[config.mk]
export PLATFORM = sky130hd
export DESIGN_NAME = histogram_controller
export DESIGN_NICKNAME = d
export VERILOG_FILES = /design/src/rtl/histogram_controller.sv
export SDC_FILE = /design/constraint.sdc
export NUM_CORES = 1
export LEC_CHECK = 0
export BUFFER_PORTS_ARGS = -buffer_cell sky130_fd_sc_hd__buf_2
export CAP_MARGIN = 20
export CORE_MARGIN = 1
export CORE_UTILIZATION = 55
export DETAILED_ROUTE_END_ITERATION = 12
export PLACE_DENSITY = 0.76
export SLEW_MARGIN = 20
export SYNTH_ARGS = -nofsm -noshare
export SYNTH_HDL_FRONTEND = slang
export SYNTH_SLANG_ARGS = --single-unit
[constraint.sdc]
create_clock -name clk -period 8.6 [get_ports clk]
set_input_delay 0.86 -clock clk [delete_from_list [all_inputs] [get_ports clk]]
set_output_delay 0.86 -clock clk [all_outputs]
set_load 0.01 [all_outputs]
[src/rtl/histogram_controller.sv]
// Histogram RAM sequencer: clears the RAM, accumulates a pixel histogram, then rewrites it
// in place as a CDF while capturing the first nonzero CDF value. Grants the read port to the filter when stable.
module histogram_controller #(
   parameter int PIXEL_WIDTH                 = 8,
   parameter int IMAGE_WIDTH                 = 320,
   parameter int IMAGE_HEIGHT                = 240,
   parameter int HISTOGRAM_RAM_ADDRESS_WIDTH = PIXEL_WIDTH,
   parameter int HISTOGRAM_RAM_DATA_WIDTH    = $clog2(IMAGE_WIDTH*IMAGE_HEIGHT)
) (
   input  logic                                   clk,
   input  logic                                   rst,
   input  logic                                   start,
   input  logic                                   cdf_start,
   input  logic                                   pixel_valid,
   input  logic [PIXEL_WIDTH-1:0]                 pixel_data,
   output logic                                   pixel_ready,
   input  logic                                   filter_RAM_CE,
   input  logic [HISTOGRAM_RAM_ADDRESS_WIDTH-1:0] filter_RAM_address,
   output logic                                   histogram_RAM_CE,
   output logic                                   histogram_RAM_WE,
   output logic [HISTOGRAM_RAM_ADDRESS_WIDTH-1:0] histogram_RAM_address,
   output logic [HISTOGRAM_RAM_DATA_WIDTH-1:0]    histogram_RAM_write_data,
   input  logic [HISTOGRAM_RAM_DATA_WIDTH-1:0]    histogram_RAM_data,
   output logic                                   is_histogram_RAM_available,
   output logic                                   histogram_generated,
   output logic                                   CDF_generated,
   output logic [HISTOGRAM_RAM_DATA_WIDTH-1:0]    CDF_min,
   output logic                                   busy
);

   localparam int AW    = HISTOGRAM_RAM_ADDRESS_WIDTH;
   localparam int DW    = HISTOGRAM_RAM_DATA_WIDTH;
   localparam int TOTAL = IMAGE_WIDTH * IMAGE_HEIGHT;
   localparam int CW    = $clog2(TOTAL + 1);

   localparam logic [AW-1:0] LAST_BIN   = '1;
   localparam logic [CW-1:0] LAST_COUNT = CW'(TOTAL - 1);

   typedef enum logic [3:0] {
      IDLE,
      CLEAR,
      ACC_READ,
      ACC_WAIT,
      ACC_WRITE,
      HIST_DONE,
      CDF_READ,
      CDF_WRITE,
      CDF_DONE
   } state_t;

   state_t          state_q;
   logic [AW-1:0]   bin_q;
   logic [AW-1:0]   pix_q;
   logic [DW-1:0]   acc_q;
   logic [CW-1:0]   count_q;
   logic [DW-1:0]   sum_q;
   logic [DW-1:0]   sum_d;
   logic            min_found_q;
   logic            pixel_ready_q;
   logic            available_q;
   logic            hist_gen_q;
   logic            cdf_gen_q;
   logic            busy_q;
   logic [DW-1:0]   cdf_min_q;

   assign sum_d = sum_q + histogram_RAM_data;

   // RAM port is a decode of the current state so reads land in the cycle the FSM expects data.
   always_comb begin
      // NOTE: every output gets a default first so no path through the case infers a latch.
      histogram_RAM_CE         = 1'b0;
      histogram_RAM_WE         = 1'b0;
      histogram_RAM_address    = '0;
      histogram_RAM_write_data = '0;
      case (state_q)
         CLEAR: begin
            histogram_RAM_CE      = 1'b1;
            histogram_RAM_WE      = 1'b1;
            histogram_RAM_address = bin_q;
         end
         ACC_READ: begin
            histogram_RAM_CE      = pixel_valid;
            histogram_RAM_address = AW'(pixel_data);
         end
         ACC_WRITE: begin
            histogram_RAM_CE         = 1'b1;
            histogram_RAM_WE         = 1'b1;
            histogram_RAM_address    = pix_q;
            histogram_RAM_write_data = acc_q;
         end
         HIST_DONE, CDF_DONE: begin
            histogram_RAM_CE      = filter_RAM_CE;
            histogram_RAM_address = filter_RAM_address;
         end
         CDF_READ: begin
            histogram_RAM_CE      = 1'b1;
            histogram_RAM_address = bin_q;
         end
         CDF_WRITE: begin
            histogram_RAM_CE         = 1'b1;
            histogram_RAM_WE         = 1'b1;
            histogram_RAM_address    = bin_q;
            histogram_RAM_write_data = sum_d;
         end
         default: ;
      endcase
   end

   // NOTE: the RAM contents are not reset here; the CLEAR pass zeroes every bin at the start of each frame.
   always_ff @(posedge clk or negedge rst) begin
      if (!rst) begin
         state_q       <= IDLE;
         bin_q         <= '0;
         pix_q         <= '0;
         acc_q         <= '0;
         count_q       <= '0;
         sum_q         <= '0;
         min_found_q   <= 1'b0;
         pixel_ready_q <= 1'b0;
         available_q   <= 1'b0;
         hist_gen_q    <= 1'b0;
         cdf_gen_q     <= 1'b0;
         busy_q        <= 1'b0;
         cdf_min_q     <= '0;
      end else if (start) begin
         // NOTE: non-blocking assignments keep every register update in this block order-independent.
         state_q       <= CLEAR;
         bin_q         <= '0;
         count_q       <= '0;
         min_found_q   <= 1'b0;
         pixel_ready_q <= 1'b0;
         available_q   <= 1'b0;
         hist_gen_q    <= 1'b0;
         cdf_gen_q     <= 1'b0;
         busy_q        <= 1'b1;
         cdf_min_q     <= '0;
      end else begin
         case (state_q)
            CLEAR: begin
               if (bin_q == LAST_BIN) begin
                  state_q       <= ACC_READ;
                  count_q       <= '0;
                  pixel_ready_q <= 1'b1;
               end else begin
                  bin_q <= bin_q + AW'(1);
               end
            end
            ACC_READ: begin
               if (pixel_valid) begin
                  pix_q         <= AW'(pixel_data);
                  pixel_ready_q <= 1'b0;
                  state_q       <= ACC_WAIT;
               end
            end
            ACC_WAIT: begin
               acc_q   <= histogram_RAM_data + DW'(1);
               state_q <= ACC_WRITE;
            end
            ACC_WRITE: begin
               count_q <= count_q + CW'(1);
               if (count_q == LAST_COUNT) begin
                  state_q     <= HIST_DONE;
                  hist_gen_q  <= 1'b1;
                  available_q <= 1'b1;
                  busy_q      <= 1'b0;
               end else begin
                  state_q       <= ACC_READ;
                  pixel_ready_q <= 1'b1;
               end
            end
            HIST_DONE: begin
               if (cdf_start) begin
                  state_q     <= CDF_READ;
                  bin_q       <= '0;
                  sum_q       <= '0;
                  min_found_q <= 1'b0;
                  hist_gen_q  <= 1'b0;
                  available_q <= 1'b0;
                  busy_q      <= 1'b1;
               end
            end
            CDF_READ: state_q <= CDF_WRITE;
            CDF_WRITE: begin
               sum_q <= sum_d;
               if (!min_found_q && (sum_d != '0)) begin
                  cdf_min_q   <= sum_d;
                  min_found_q <= 1'b1;
               end
               if (bin_q == LAST_BIN) begin
                  state_q     <= CDF_DONE;
                  cdf_gen_q   <= 1'b1;
                  available_q <= 1'b1;
                  busy_q      <= 1'b0;
               end else begin
                  bin_q   <= bin_q + AW'(1);
                  state_q <= CDF_READ;
               end
            end
            IDLE, CDF_DONE: ;
            default: state_q <= IDLE;
         endcase
      end
   end

   assign pixel_ready                = pixel_ready_q;
   assign is_histogram_RAM_available = available_q;
   assign histogram_generated        = hist_gen_q;
   assign CDF_generated              = cdf_gen_q;
   assign CDF_min                    = cdf_min_q;
   assign busy                       = busy_q;

endmodule

# Word-level counts from Yosys, hierarchy flattened
# Cells that the tools add are included.
# totals
reg_bits	94
inputBits	39
output_inout_bits	49
# op_classes
add_sub_neg	4
eq_ne	20
n_mux	44
reduce_logical	32
bitwise	1
# ops
op	n
17-bit 2-to-1 mux	6
17-bit one-hot mux with 2 select lines	3
17-bit by 1-bit adder with 17-bit output, second input constant	2
4-bit one-hot mux with 8 select lines	1
8-bit one-hot mux with 4 select lines	1
8-bit 2-to-1 mux	3
3-bit != test, second input constant	8
4-bit 2-to-1 mux	5
17-bit adder	1
17-bit == test, second input constant	1
1-bit 2-to-1 mux	17
17-bit nonzero test	1
4-bit by 3-bit == test with 1-bit output, second input constant	4
8-bit one-hot mux with 2 select lines	1
3-bit AND reduction	5
1-bit one-hot mux with 3 select lines	4
4-bit AND reduction	3
3-bit nonzero test	4
8-bit by 1-bit adder with 8-bit output, second input constant	1
4-bit by 2-bit == test with 1-bit output, second input constant	2
8-bit == test, second input constant	1
2-bit AND reduction	4
2-bit nonzero test	4
4-bit nonzero test	2
12 further kinds	17

# Logic depth before layout (Yosys ltp)
# Gate-level depths: netlist (run 1).
# logic_depth
ltp_word	6
mapped_depth	12

# Worst setup path after synthesis (run 1)
# Ideal clock, no wire load.
# synth_path
path_type	input port to output port
from	input port histogram_RAM_data[0]
to	output port histogram_RAM_write_data[8]
path_buffers	0
arrival_ps	2823
t_required_ps	7740
path_stages	8
setup_slack_ps	4917
cell_sequence	ha_1 > fa_1 > a21o_1 > a221oi_4 > mux2_2 > or2_2 > nand2_1 > nand2_1
# synth_via
elab_chain_cells	2
# synth_lines
item	line	text
start, declared	23	input logic [HISTOGRAM_RAM_DATA_WIDTH-1:0] histogram_RAM_data,
17-bit adder	66	assign sum_d = sum_q + histogram_RAM_data;
17-bit one-hot mux with 2 select lines	75	case (state_q)
end, declared	22	output logic [HISTOGRAM_RAM_DATA_WIDTH-1:0] histogram_RAM_write_data,
# No other way between the ends.

# Worst setup path after layout (run 1)
# layout_path
from	input port histogram_RAM_data[0]
to	output port histogram_RAM_write_data[16]
# The elaborated chain is that of the path after synthesis.

==> impl_table.tex, run 1 <==
\begin{tabular}{lr}
\hline
Metric & Value \\
\hline
\multicolumn{2}{l}{\textbf{Power}} \\
\quad Total power & 1040 uW \\
\quad IR drop worst, VDD & 0.101 mV \\
\quad PD cells & 157 nW/um2 \\
\quad Leak & 0.00318 uW \\
\multicolumn{2}{l}{\textbf{STA}} \\
\quad Min Tclk post-route & 4.14 ns \\
\quad Max Clock Skew & 0.00879 ns \\
\quad Number of pins exceeding their max-slew limit in the final report & 0 \\
\quad Max-slew headroom & 41.2\% \\
\quad Setup ws final & 4.46 ns \\
\quad Pin slew with the least headroom to its limit & 0.882 ns \\
\quad FMAX & 0.242 GHz \\
\quad Number of hold-slack violations in the final timing report & 0 \\
\quad \# setup viols final & 0 \\
\quad Setup repair after global routing missed its margin & no \\
\quad Aggregate negative setup slack & 0 ns \\
\quad Period utilization & 48.1\% \\
\multicolumn{2}{l}{\textbf{Critical path}} \\
\quad Max Fanout on Critical Path & 7 \\
\quad Worst reg2reg path endpoint & CDF\_min[12]\$\_DFFE\_PN0P\_ \\
\quad Worst Path Required & 7.74 ns \\
\quad R2R Setup Slk & 5.00 ns \\
\quad Crit path max-delay cell type & sky130\_fd\_sc\_hd\_\_a221oi\_4 \\
\quad Signal arrival time at the worst endpoint & 3.28 ns \\
\quad Startpoint class of the critical path & primary input \\
\quad Classification of the worst setup path & primary input to output pin \\
\quad Maximum cell stage delay along the critical path & 0.43 ns \\
\quad Critical path capture point type & output pin \\
\quad Chain of cells forming the critical path & buf\_2 > ha\_1 > fa\_1 > a21o\_1 > a221oi\_4 > a22o\_1 > o21ai\_1 > xnor2\_1 > nand2\_1 > nand2\_1 > buf\_2 \\
\quad Cells on worst reg2reg path & 10 \\
\quad Reg-to-Reg Start & sum\_q[0]\$\_DFFE\_PN0P\_ \\
\multicolumn{2}{l}{\textbf{Detailed routing}} \\
\quad DRC errors left & 0 \\
\quad Mean routed wirelength per cell & 16.8 um \\
\quad Number of search-and-repair iterations in the first detailed-routing pass & 7 \\
\quad Highest routed layer & met4 \\
\quad Via-per-instance ratio & 6.19 \\
\quad Met2 wire length & 7.04 mm \\
\quad Final routed wirelength across all metal layers & 15.0 mm \\
\quad Number of design-rule violations left by the first detailed-router iteration & 437 \\
\quad Met1 wire length & 6.80 mm \\
\quad Total number of vias & 5524 \\
\quad Antenna Violating Nets Remaining & 0 \\
\quad Amount of wire on met3 after detailed routing & 927 um \\
\multicolumn{2}{l}{\textbf{Synth}} \\
\quad Register area share after synthesis & 39.9\% \\
\quad EDFF count, synth & 0 \\
\quad Share of flip-flops with an asynchronous set or reset after synthesis & 100\% \\
\quad Flop and latch count out of synthesis & 94 \\
\quad Yosys warnings & 0 \\
\quad Syn nets & 743 \\
\quad Mapped Area & 5890 um2 \\
\quad Syn Area/Cell & 8.61 um2 \\
\quad Cells after Synth & 684 \\
\quad Number of distinct library cells after synthesis & 64 \\
\quad Main flop type after synthesis & sky130\_fd\_sc\_hd\_\_dfrtp\_1 \\
\multicolumn{2}{l}{\textbf{Clock tree}} \\
\quad Number of buffers between clock root and the deepest sink & 2 \\
\quad Clk root buf & sky130\_fd\_sc\_hd\_\_clkbuf\_8 \\
\quad Hold\_buf cts & 0 \\
\quad Setup bufs post-CTS & 0 \\
\quad Clock slew seen by the registers of the worst setup and hold paths & 0.09 ns \\
\quad H-tree depth & 3 \\
\quad CTS tree & done \\
\quad Total of cells resized after clock tree synthesis & 0 \\
\quad Total clock sinks & 94 \\
\quad Number of buffers inserted during clock tree synthesis & 9 \\
\quad Clock latency reported for the late side of the worst-skew pair & 0.38 ns \\
\multicolumn{2}{l}{\textbf{Place}} \\
\quad Number of buffers added on ports & 87 \\
\quad Estimated wirelength of the detail-placed design & 10.6 mm \\
\quad Final weighted congestion in routability-driven placement & 0.874 \\
\quad Placement Setup Slack & 4.46 ns \\
\multicolumn{2}{l}{\textbf{Layout}} \\
\quad Most used cells in the layout excluding fill and tap cells & 123 x sky130\_fd\_sc\_hd\_\_nand2\_1, 94 x sky130\_fd\_sc\_hd\_\_dfrtp\_1, 86 x sky130\_fd\_sc\_hd\_\_buf\_2 \\
\quad Number of diodes added for antenna fixing & 0 \\
\quad Number of filler instances in the final layout & 866 \\
\quad Proportion of layout cells with a drive suffix above 1 & 17.6\% \\
\quad Count of nets after finishing & 811 \\
\quad Most common cell after layout, fill and taps aside & sky130\_fd\_sc\_hd\_\_nand2\_1 \\
\quad Synth-to-Final Area Change & 12.5\% \\
\quad End-of-flow core utilization & 63.9\% \\
\multicolumn{2}{l}{\textbf{Global routing}} \\
\quad Overall global routing resource usage & 28.0\% \\
\quad Wire length of the first global-routing pass & 25.0 mm \\
\quad Via count of the first global-routing pass & 5166 \\
\quad Number of antenna violations at the first check in global routing & 0 \\
\quad Maximum number of pins on one net before global-route repair & 72 \\
\quad GRT Residual Overflow & 0 \\
\multicolumn{2}{l}{\textbf{Floorplanning}} \\
\quad Die X-Extent & 105 um \\
\quad Number of standard-cell rows in the floorplan & 37 \\
\quad Initial cell density of the core & 56.8\% \\
\quad Floorplan core area & 10400 um2 \\
\quad Die extent in y & 105 um \\
\quad I/O pin count & 88 \\
\quad Area of the die & 11100 um2 \\
\multicolumn{2}{l}{\textbf{Flow run}} \\
\quad Number of max-cap violations & 0 \\
\multicolumn{2}{l}{\textbf{Min path}} \\
\quad HP Class & primary input to async pin \\
\multicolumn{2}{l}{\textbf{Status}} \\
\quad Outcome & finished clean \\
\hline
\end{tabular}
==> sequential cells by signal, indices dropped and copies added (netlist names) <==
register and flops:
CDF_min 17, acc_q 17, count_q 17, sum_q 17, bin_q 8, pix_q 8
state_q 4, CDF_generated 1, busy 1, histogram_generated 1, is_histogram_RAM_available 1, min_found_q 1
pixel_ready 1
==> cell type report <==
type                       instances  area, um2  share of cell area (%)
multi-input combinational        543       3360                    50.8
sequential                        94       2350                    35.5
timing repair buffer              92        475                    7.18
tap                              136        170                    2.57
clock buffer                      10        128                    1.93
clock inverter                     6       91.3                    1.38
inverter                          12       45.0                   0.680
==> critical path: cells and delay by family <==
kind	cells	cell delay, ns
adders and majority gates	2	0.62
xor gates and xnor gates	1	0.30
buffers and inverters	2	0.26
and+or+nand+nor	2	0.23
AOI/OAI and AO/OA	4	1.00
==> cells in the mapped netlist, types with 2 or more instances <==
cell type | number | share of area [%]
sky130_fd_sc_hd__nand2_1 | 123 | 7.8
sky130_fd_sc_hd__dfrtp_1 | 94 | 40
sky130_fd_sc_hd__nor2_1 | 58 | 3.7
sky130_fd_sc_hd__o21ai_0 | 57 | 4.8
sky130_fd_sc_hd__a21oi_1 | 37 | 3.1
sky130_fd_sc_hd__clkbuf_1 | 31 | 2.0
sky130_fd_sc_hd__nand3_1 | 24 | 2.0
sky130_fd_sc_hd__and3_1 | 20 | 2.1
sky130_fd_sc_hd__ha_1 | 19 | 4.0
sky130_fd_sc_hd__xor2_1 | 18 | 2.7
sky130_fd_sc_hd__xnor2_1 | 16 | 2.4
sky130_fd_sc_hd__mux2i_1 | 13 | 2.2
sky130_fd_sc_hd__nand4_1 | 13 | 1.4
sky130_fd_sc_hd__nand2b_1 | 12 | 1.3
sky130_fd_sc_hd__inv_1 | 11 | 0.70
sky130_fd_sc_hd__mux2_2 | 11 | 2.1
sky130_fd_sc_hd__a21o_1 | 9 | 1.1
sky130_fd_sc_hd__nor3_1 | 9 | 0.76
sky130_fd_sc_hd__a222oi_1 | 8 | 1.4
sky130_fd_sc_hd__a31oi_1 | 8 | 0.85
sky130_fd_sc_hd__o31ai_1 | 8 | 1.0
sky130_fd_sc_hd__nor2b_1 | 7 | 0.74
sky130_fd_sc_hd__and2_1 | 6 | 0.64
sky130_fd_sc_hd__a22o_1 | 5 | 0.74
sky130_fd_sc_hd__a211o_1 | 4 | 0.59
sky130_fd_sc_hd__a211oi_1 | 4 | 0.51
sky130_fd_sc_hd__o21a_1 | 4 | 0.51
sky130_fd_sc_hd__a221oi_1 | 3 | 0.45
sky130_fd_sc_hd__and4_1 | 3 | 0.45
sky130_fd_sc_hd__nor4_1 | 3 | 0.32
sky130_fd_sc_hd__o32ai_1 | 3 | 0.45
sky130_fd_sc_hd__or4_1 | 3 | 0.38
sky130_fd_sc_hd__a221o_1 | 2 | 0.34
sky130_fd_sc_hd__a31o_2 | 2 | 0.30
sky130_fd_sc_hd__buf_2 | 2 | 0.17
sky130_fd_sc_hd__mux2_1 | 2 | 0.38
sky130_fd_sc_hd__nor3b_1 | 2 | 0.25
sky130_fd_sc_hd__o2111ai_1 | 2 | 0.30
sky130_fd_sc_hd__o211a_1 | 2 | 0.34
sky130_fd_sc_hd__or3_1 | 2 | 0.21
==> power breakdown <==
group	internal [uW]	switching (uW)	leakage, uW
combinational	74.7	100	0.00182
sequential	498	37.5	0.00125
clock	166	166	0.000111
total	739	304	0.00318
==> worst max-delay path by stage <==
stage                           from                            to  slack, ns  cells past startpoint
6_report       histogram_RAM_data[0]  histogram_RAM_write_data[16]       4.46                     11
5_1_grt        histogram_RAM_data[0]  histogram_RAM_write_data[16]       4.30                     11
4_1_cts        histogram_RAM_data[0]   histogram_RAM_write_data[8]       4.50                     10
3_5_place_dp   histogram_RAM_data[0]        CDF_min[7]$_DFFE_PN0P_       4.46                     11
3_3_place_gp   histogram_RAM_data[0]   histogram_RAM_write_data[8]       4.54                     10
2_1_floorplan  histogram_RAM_data[0]   histogram_RAM_write_data[8]       4.92                      8
==> per-layer routing <==
layer  up-vias  GRT usage [%]
li1       2598              -
met1      2659           39.8
met2       242           44.4
met3        25           4.21
met4         0           8.45
met5         -              0
==> stage by stage <==
step / instances / hold WS (ns) / cell area [um2]
after floorplan: 684 / 0.453 / 5890
after global placement: 877 / 0.461 / 6400
after detailed placement: 877 / 0.467 / 6400
after CTS: 893 / 0.381 / 6620
after global routing: 893 / 0.393 / 6630
final: 893 / 0.366 / 6630
==> logic make-up (layout without fill, tap and decap cells) <==
kind of cell	Yosys count	after routing	synth area share [%]
adder cells (fa/ha/maj)	20	20	4.38
multiplexers	26	26	4.70
AND/OR/NAND/NOR	293	293	23.5
XOR/XNOR	34	34	5.06
buffers and inverters	47	120	3.17
AO/OA/AOI/OAI	170	170	19.3
flip-flops	94	94	39.9
(Power assumes the default switching activity.)
==> run 2, diff against run 1 <==
--- a/config.mk
+++ b/config.mk
@@ -5,10 +5,11 @@
 export SDC_FILE = /design/constraint.sdc
 export NUM_CORES = 1
 export LEC_CHECK = 0
+export ABC_AREA = 1
 export BUFFER_PORTS_ARGS = -buffer_cell sky130_fd_sc_hd__buf_2
 export CAP_MARGIN = 20
 export CORE_MARGIN = 1
-export CORE_UTILIZATION = 55
+export CORE_UTILIZATION = 52
 export DETAILED_ROUTE_END_ITERATION = 12
 export PLACE_DENSITY = 0.76
 export SLEW_MARGIN = 20
==> constraint.sdc (replaced) <==
create_clock -name clk -period 3.3 [get_ports clk]
set_input_delay 0.33 -clock clk [delete_from_list [all_inputs] [get_ports clk]]
set_output_delay 0.33 -clock clk [all_outputs]
set_load 0.01 [all_outputs]
==> impl_table.tex, run 2 <==
\begin{tabular}{lr}
\hline
Metric & Value \\
\hline
\multicolumn{2}{l}{\textbf{Status}} \\
\quad Outcome & finished clean \\
\multicolumn{2}{l}{\textbf{Critical path}} \\
\quad Worst Path Required & 2.97 ns (-4.77 ns) \\
\quad Critical path capture point type & output pin \\
\quad Signal arrival time at the worst endpoint & 2.51 ns (-0.77 ns) \\
\quad Max Fanout on Critical Path & 4 (-3) \\
\quad Startpoint class of the critical path & flip-flop \\
\quad Classification of the worst setup path & flip-flop to output pin \\
\multicolumn{2}{l}{\textbf{Place}} \\
\quad Placement Setup Slack & 0.613 ns (-3.85 ns) \\
\quad Number of buffers added on ports & 87 (unchanged) \\
\quad Final weighted congestion in routability-driven placement & 0.887 (+1.4\%) \\
\quad Estimated wirelength of the detail-placed design & 11.2 mm (+5.4\%) \\
\multicolumn{2}{l}{\textbf{Layout}} \\
\quad Number of diodes added for antenna fixing & 0 (unchanged) \\
\quad Register Area & 2350 um2 (unchanged) \\
\quad Proportion of layout cells with a drive suffix above 1 & 16.7\% (-0.83 points) \\
\quad Count of nets after finishing & 968 (+19\%) \\
\quad Area of the multi-input gates & 3110 um2 (-7.5\%) \\
\quad Most used cells in the layout excluding fill and tap cells & 232 x sky130\_fd\_sc\_hd\_\_nand2\_1, 118 x sky130\_fd\_sc\_hd\_\_inv\_1, 94 x sky130\_fd\_sc\_hd\_\_dfrtp\_1 \\
\quad Synth-to-Final Area Change & 14.0\% \\
\quad Number of filler instances in the final layout & 1070 (+24\%) \\
\quad Most common cell after layout, fill and taps aside & sky130\_fd\_sc\_hd\_\_nand2\_1 \\
\quad End-of-flow core utilization & 62.0\% (-1.9 points) \\
\multicolumn{2}{l}{\textbf{Global routing}} \\
\quad GRT Residual Overflow & 0 (unchanged) \\
\quad Wire length of the first global-routing pass & 24.5 mm (-2.0\%) \\
\quad Maximum number of pins on one net before global-route repair & 56 (-22\%) \\
\quad Via count of the first global-routing pass & 5049 (-2.3\%) \\
\quad Overall global routing resource usage & 26.5\% (-1.5 points) \\
\quad Number of antenna violations at the first check in global routing & 0 (unchanged) \\
\multicolumn{2}{l}{\textbf{STA}} \\
\quad Max Clock Skew & 0.0109 ns (+0.00214 ns) \\
\quad Aggregate negative setup slack & 0 ns (unchanged) \\
\quad \# setup viols final & 0 (unchanged) \\
\quad Setup repair after global routing missed its margin & no \\
\quad FMAX & 0.352 GHz \\
\quad Pin slew with the least headroom to its limit & 0.902 ns (+0.0195 ns) \\
\quad Max-slew headroom & 39.8\% (-1.4 points) \\
\quad Setup ws final & 0.455 ns (-4.01 ns) \\
\quad Min Tclk post-route & 2.84 ns \\
\quad Period utilization & 86.2\% \\
\quad Number of hold-slack violations in the final timing report & 0 (unchanged) \\
\quad Number of pins exceeding their max-slew limit in the final report & 0 (unchanged) \\
\multicolumn{2}{l}{\textbf{Synth}} \\
\quad Syn nets & 885 (+19\%) \\
\quad Most frequent cell after synthesis & sky130\_fd\_sc\_hd\_\_nand2\_1 \\
\quad Cells after Synth & 826 (+21\%) \\
\quad Largest cells by area after synthesis & sky130\_fd\_sc\_hd\_\_dfrtp\_1 39\%, sky130\_fd\_sc\_hd\_\_nand2\_1 14\%, sky130\_fd\_sc\_hd\_\_inv\_1 7.4\% \\
\quad Flop and latch count out of synthesis & 94 (unchanged) \\
\quad EDFF count, synth & 0 (unchanged) \\
\quad Area leader, netlist & sky130\_fd\_sc\_hd\_\_dfrtp\_1 \\
\quad Share of flip-flops with an asynchronous set or reset after synthesis & 100\% (unchanged) \\
\quad Register area share after synthesis & 39.1\% (-0.90 points) \\
\quad Area share of the largest cell type after synthesis & 39.1\% (-0.90 points) \\
\quad Main flop type after synthesis & sky130\_fd\_sc\_hd\_\_dfrtp\_1 \\
\quad Yosys warnings & 0 (unchanged) \\
\quad Most common library cells after synthesis & 232 x sky130\_fd\_sc\_hd\_\_nand2\_1, 118 x sky130\_fd\_sc\_hd\_\_inv\_1, 94 x sky130\_fd\_sc\_hd\_\_dfrtp\_1 \\
\quad Syn Area/Cell & 7.29 um2 (-15\%) \\
\quad Number of distinct library cells after synthesis & 50 (-22\%) \\
\quad Mapped Area & 6020 um2 (+2.3\%) \\
\multicolumn{2}{l}{\textbf{Detailed routing}} \\
\quad Number of search-and-repair iterations in the first detailed-routing pass & 5 (-2) \\
\quad Total number of vias & 5602 (+1.4\%) \\
\quad Number of design-rule violations left by the first detailed-router iteration & 564 (+29\%) \\
\quad Mean routed wirelength per cell & 14.0 um (-17\%) \\
\quad DRC errors left & 0 (unchanged) \\
\quad Via-per-instance ratio & 5.31 (-14\%) \\
\quad Antenna Violating Nets Remaining & 0 (unchanged) \\
\quad Final routed wirelength across all metal layers & 14.7 mm (-2.2\%) \\
\multicolumn{2}{l}{\textbf{Power}} \\
\quad IR drop worst, VDD & 0.368 mV (+270\%) \\
\quad Leak & 0.00365 uW (+15\%) \\
\quad PD cells & 528 nW/um2 (+240\%) \\
\multicolumn{2}{l}{\textbf{Floorplanning}} \\
\quad I/O pin count & 88 (unchanged) \\
\quad Floorplan core area & 11100 um2 (+6.8\%) \\
\quad Area of the die & 12000 um2 (+8.0\%) \\
\quad Die X-Extent & 110 um (+3.9\%) \\
\quad Number of standard-cell rows in the floorplan & 38 (+2.7\%) \\
\quad Die extent in y & 110 um (+3.9\%) \\
\quad Initial cell density of the core & 54.4\% (-2.4 points) \\
\multicolumn{2}{l}{\textbf{Min path}} \\
\quad HP Class & primary input to async pin \\
\multicolumn{2}{l}{\textbf{Clock tree}} \\
\quad CTS tree & done \\
\quad Clock slew seen by the registers of the worst setup and hold paths & 0.06 ns (-0.03 ns) \\
\quad H-tree depth & 3 (unchanged) \\
\quad Clk root buf & sky130\_fd\_sc\_hd\_\_clkbuf\_16 \\
\quad Total clock sinks & 94 (unchanged) \\
\quad Setup bufs post-CTS & 0 (unchanged) \\
\quad Number of buffers inserted during clock tree synthesis & 9 (unchanged) \\
\quad Hold\_buf cts & 0 (unchanged) \\
\quad Total of cells resized after clock tree synthesis & 0 (unchanged) \\
\quad Number of buffers between clock root and the deepest sink & 2 (unchanged) \\
\quad Clock latency reported for the late side of the worst-skew pair & 0.35 ns (-0.03 ns) \\
\multicolumn{2}{l}{\textbf{Flow run}} \\
\quad Number of max-cap violations & 0 (unchanged) \\
\hline
\end{tabular}
run 2: changes by cell type in the layout (fill, tap and decap cells not counted), sizes merged, moves of 14 or more:
| cell | previous run | this run |
|---|---|---|
| nand2 | 123 | 243 |
| inv | 14 | 123 |
| nand3 | 24 | 62 |
| and3 | 20 | 0 |
| nor2 | 58 | 73 |
| xnor2 | 16 | 2 |
run 2: per-stage QoR:
step | hold WS (ns) | cells | instance area, um2 | power (uW)
3_3_place_gp | 0.426 | 1038 | 6570 | 2570
4_1_cts | 0.0481 | 1054 | 6870 | 3650
5_1_grt | 0.0749 | 1054 | 6870 | 3880
3_5_place_dp | 0.424 | 1038 | 6570 | 2600
2_1_floorplan | 0.0344 | 826 | 6020 | 2250
6_report | 0.0263 | 1054 | 6870 | 3630
run 2: layout make-up:
cell class | instances | share of cell area, %
timing repair buffer | 91 | 6.82
multi-input combinational | 590 | 45.3
sequential | 94 | 34.3
clock inverter | 2 | 0.200
inverter | 123 | 6.72
clock buffer | 14 | 4.14
tap | 140 | 2.55
run 2: critical path: stages (launching register included):
cell,delay (ns)
sky130_fd_sc_hd__dfrtp_1,0.39
sky130_fd_sc_hd__ha_1,0.23
sky130_fd_sc_hd__fa_1,0.42
sky130_fd_sc_hd__nand2_1,0.09
sky130_fd_sc_hd__nand2_2,0.09
sky130_fd_sc_hd__nand3_2,0.08
sky130_fd_sc_hd__nand2_2,0.06
sky130_fd_sc_hd__nand2_1,0.08
sky130_fd_sc_hd__nand2_1,0.06
sky130_fd_sc_hd__nand2_1,0.06
sky130_fd_sc_hd__nand2_1,0.07
sky130_fd_sc_hd__nor2_1,0.20
sky130_fd_sc_hd__inv_1,0.09
sky130_fd_sc_hd__o21ai_0,0.08
sky130_fd_sc_hd__buf_2,0.16
run 2: layer usage:
metal	global-route usage (%)	vias to the layer above	wire length, um
met5	0	-	0
met4	5.14	0	135
met3	5.87	13	807
met2	37.5	142	6150
met1	41.3	2599	7620
li1	-	2848	-
run 2: cell families (layout without fill, tap and decap cells):
| family | count (synthesis) | in the layout | share of synthesized area [%] |
|---|---|---|---|
| and+or+nand+nor | 423 | 423 | 32.3 |
| buffers and inverters | 142 | 230 | 9.31 |
| AOI/OAI and AO/OA | 134 | 134 | 13.1 |
| DFF | 94 | 94 | 39.1 |
| adders and majority gates | 20 | 20 | 4.28 |
| xor gates and xnor gates | 13 | 13 | 1.89 |
run 2: final timing paths:
path,cells after the start,endpoint,slack [ns],start
hold reg to reg,2,acc_q[8]$_DFFE_PN0P_,0.49,acc_q[8]$_DFFE_PN0P_
max in group asynchronous,2,acc_q[8]$_DFFE_PN0P_,2.51,rst
min in group clk,2,acc_q[0]$_DFFE_PN0P_,0.25,histogram_RAM_data[0]
setup / recovery,14,histogram_RAM_write_data[14],0.46,sum_q[0]$_DFFE_PN0P_
hold / removal,1,sum_q[12]$_DFFE_PN0P_,0.03,rst
setup reg to reg,15,CDF_min[3]$_DFFE_PN0P_,0.68,sum_q[0]$_DFFE_PN0P_
run 2: where the power goes:
| part | internal [uW] | leakage (uW) | switching [uW] |
|---|---|---|---|
| combinational | 377 | 0.00224 | 752 |
| clock | 594 | 0.000149 | 435 |
| sequential | 1360 | 0.00126 | 111 |
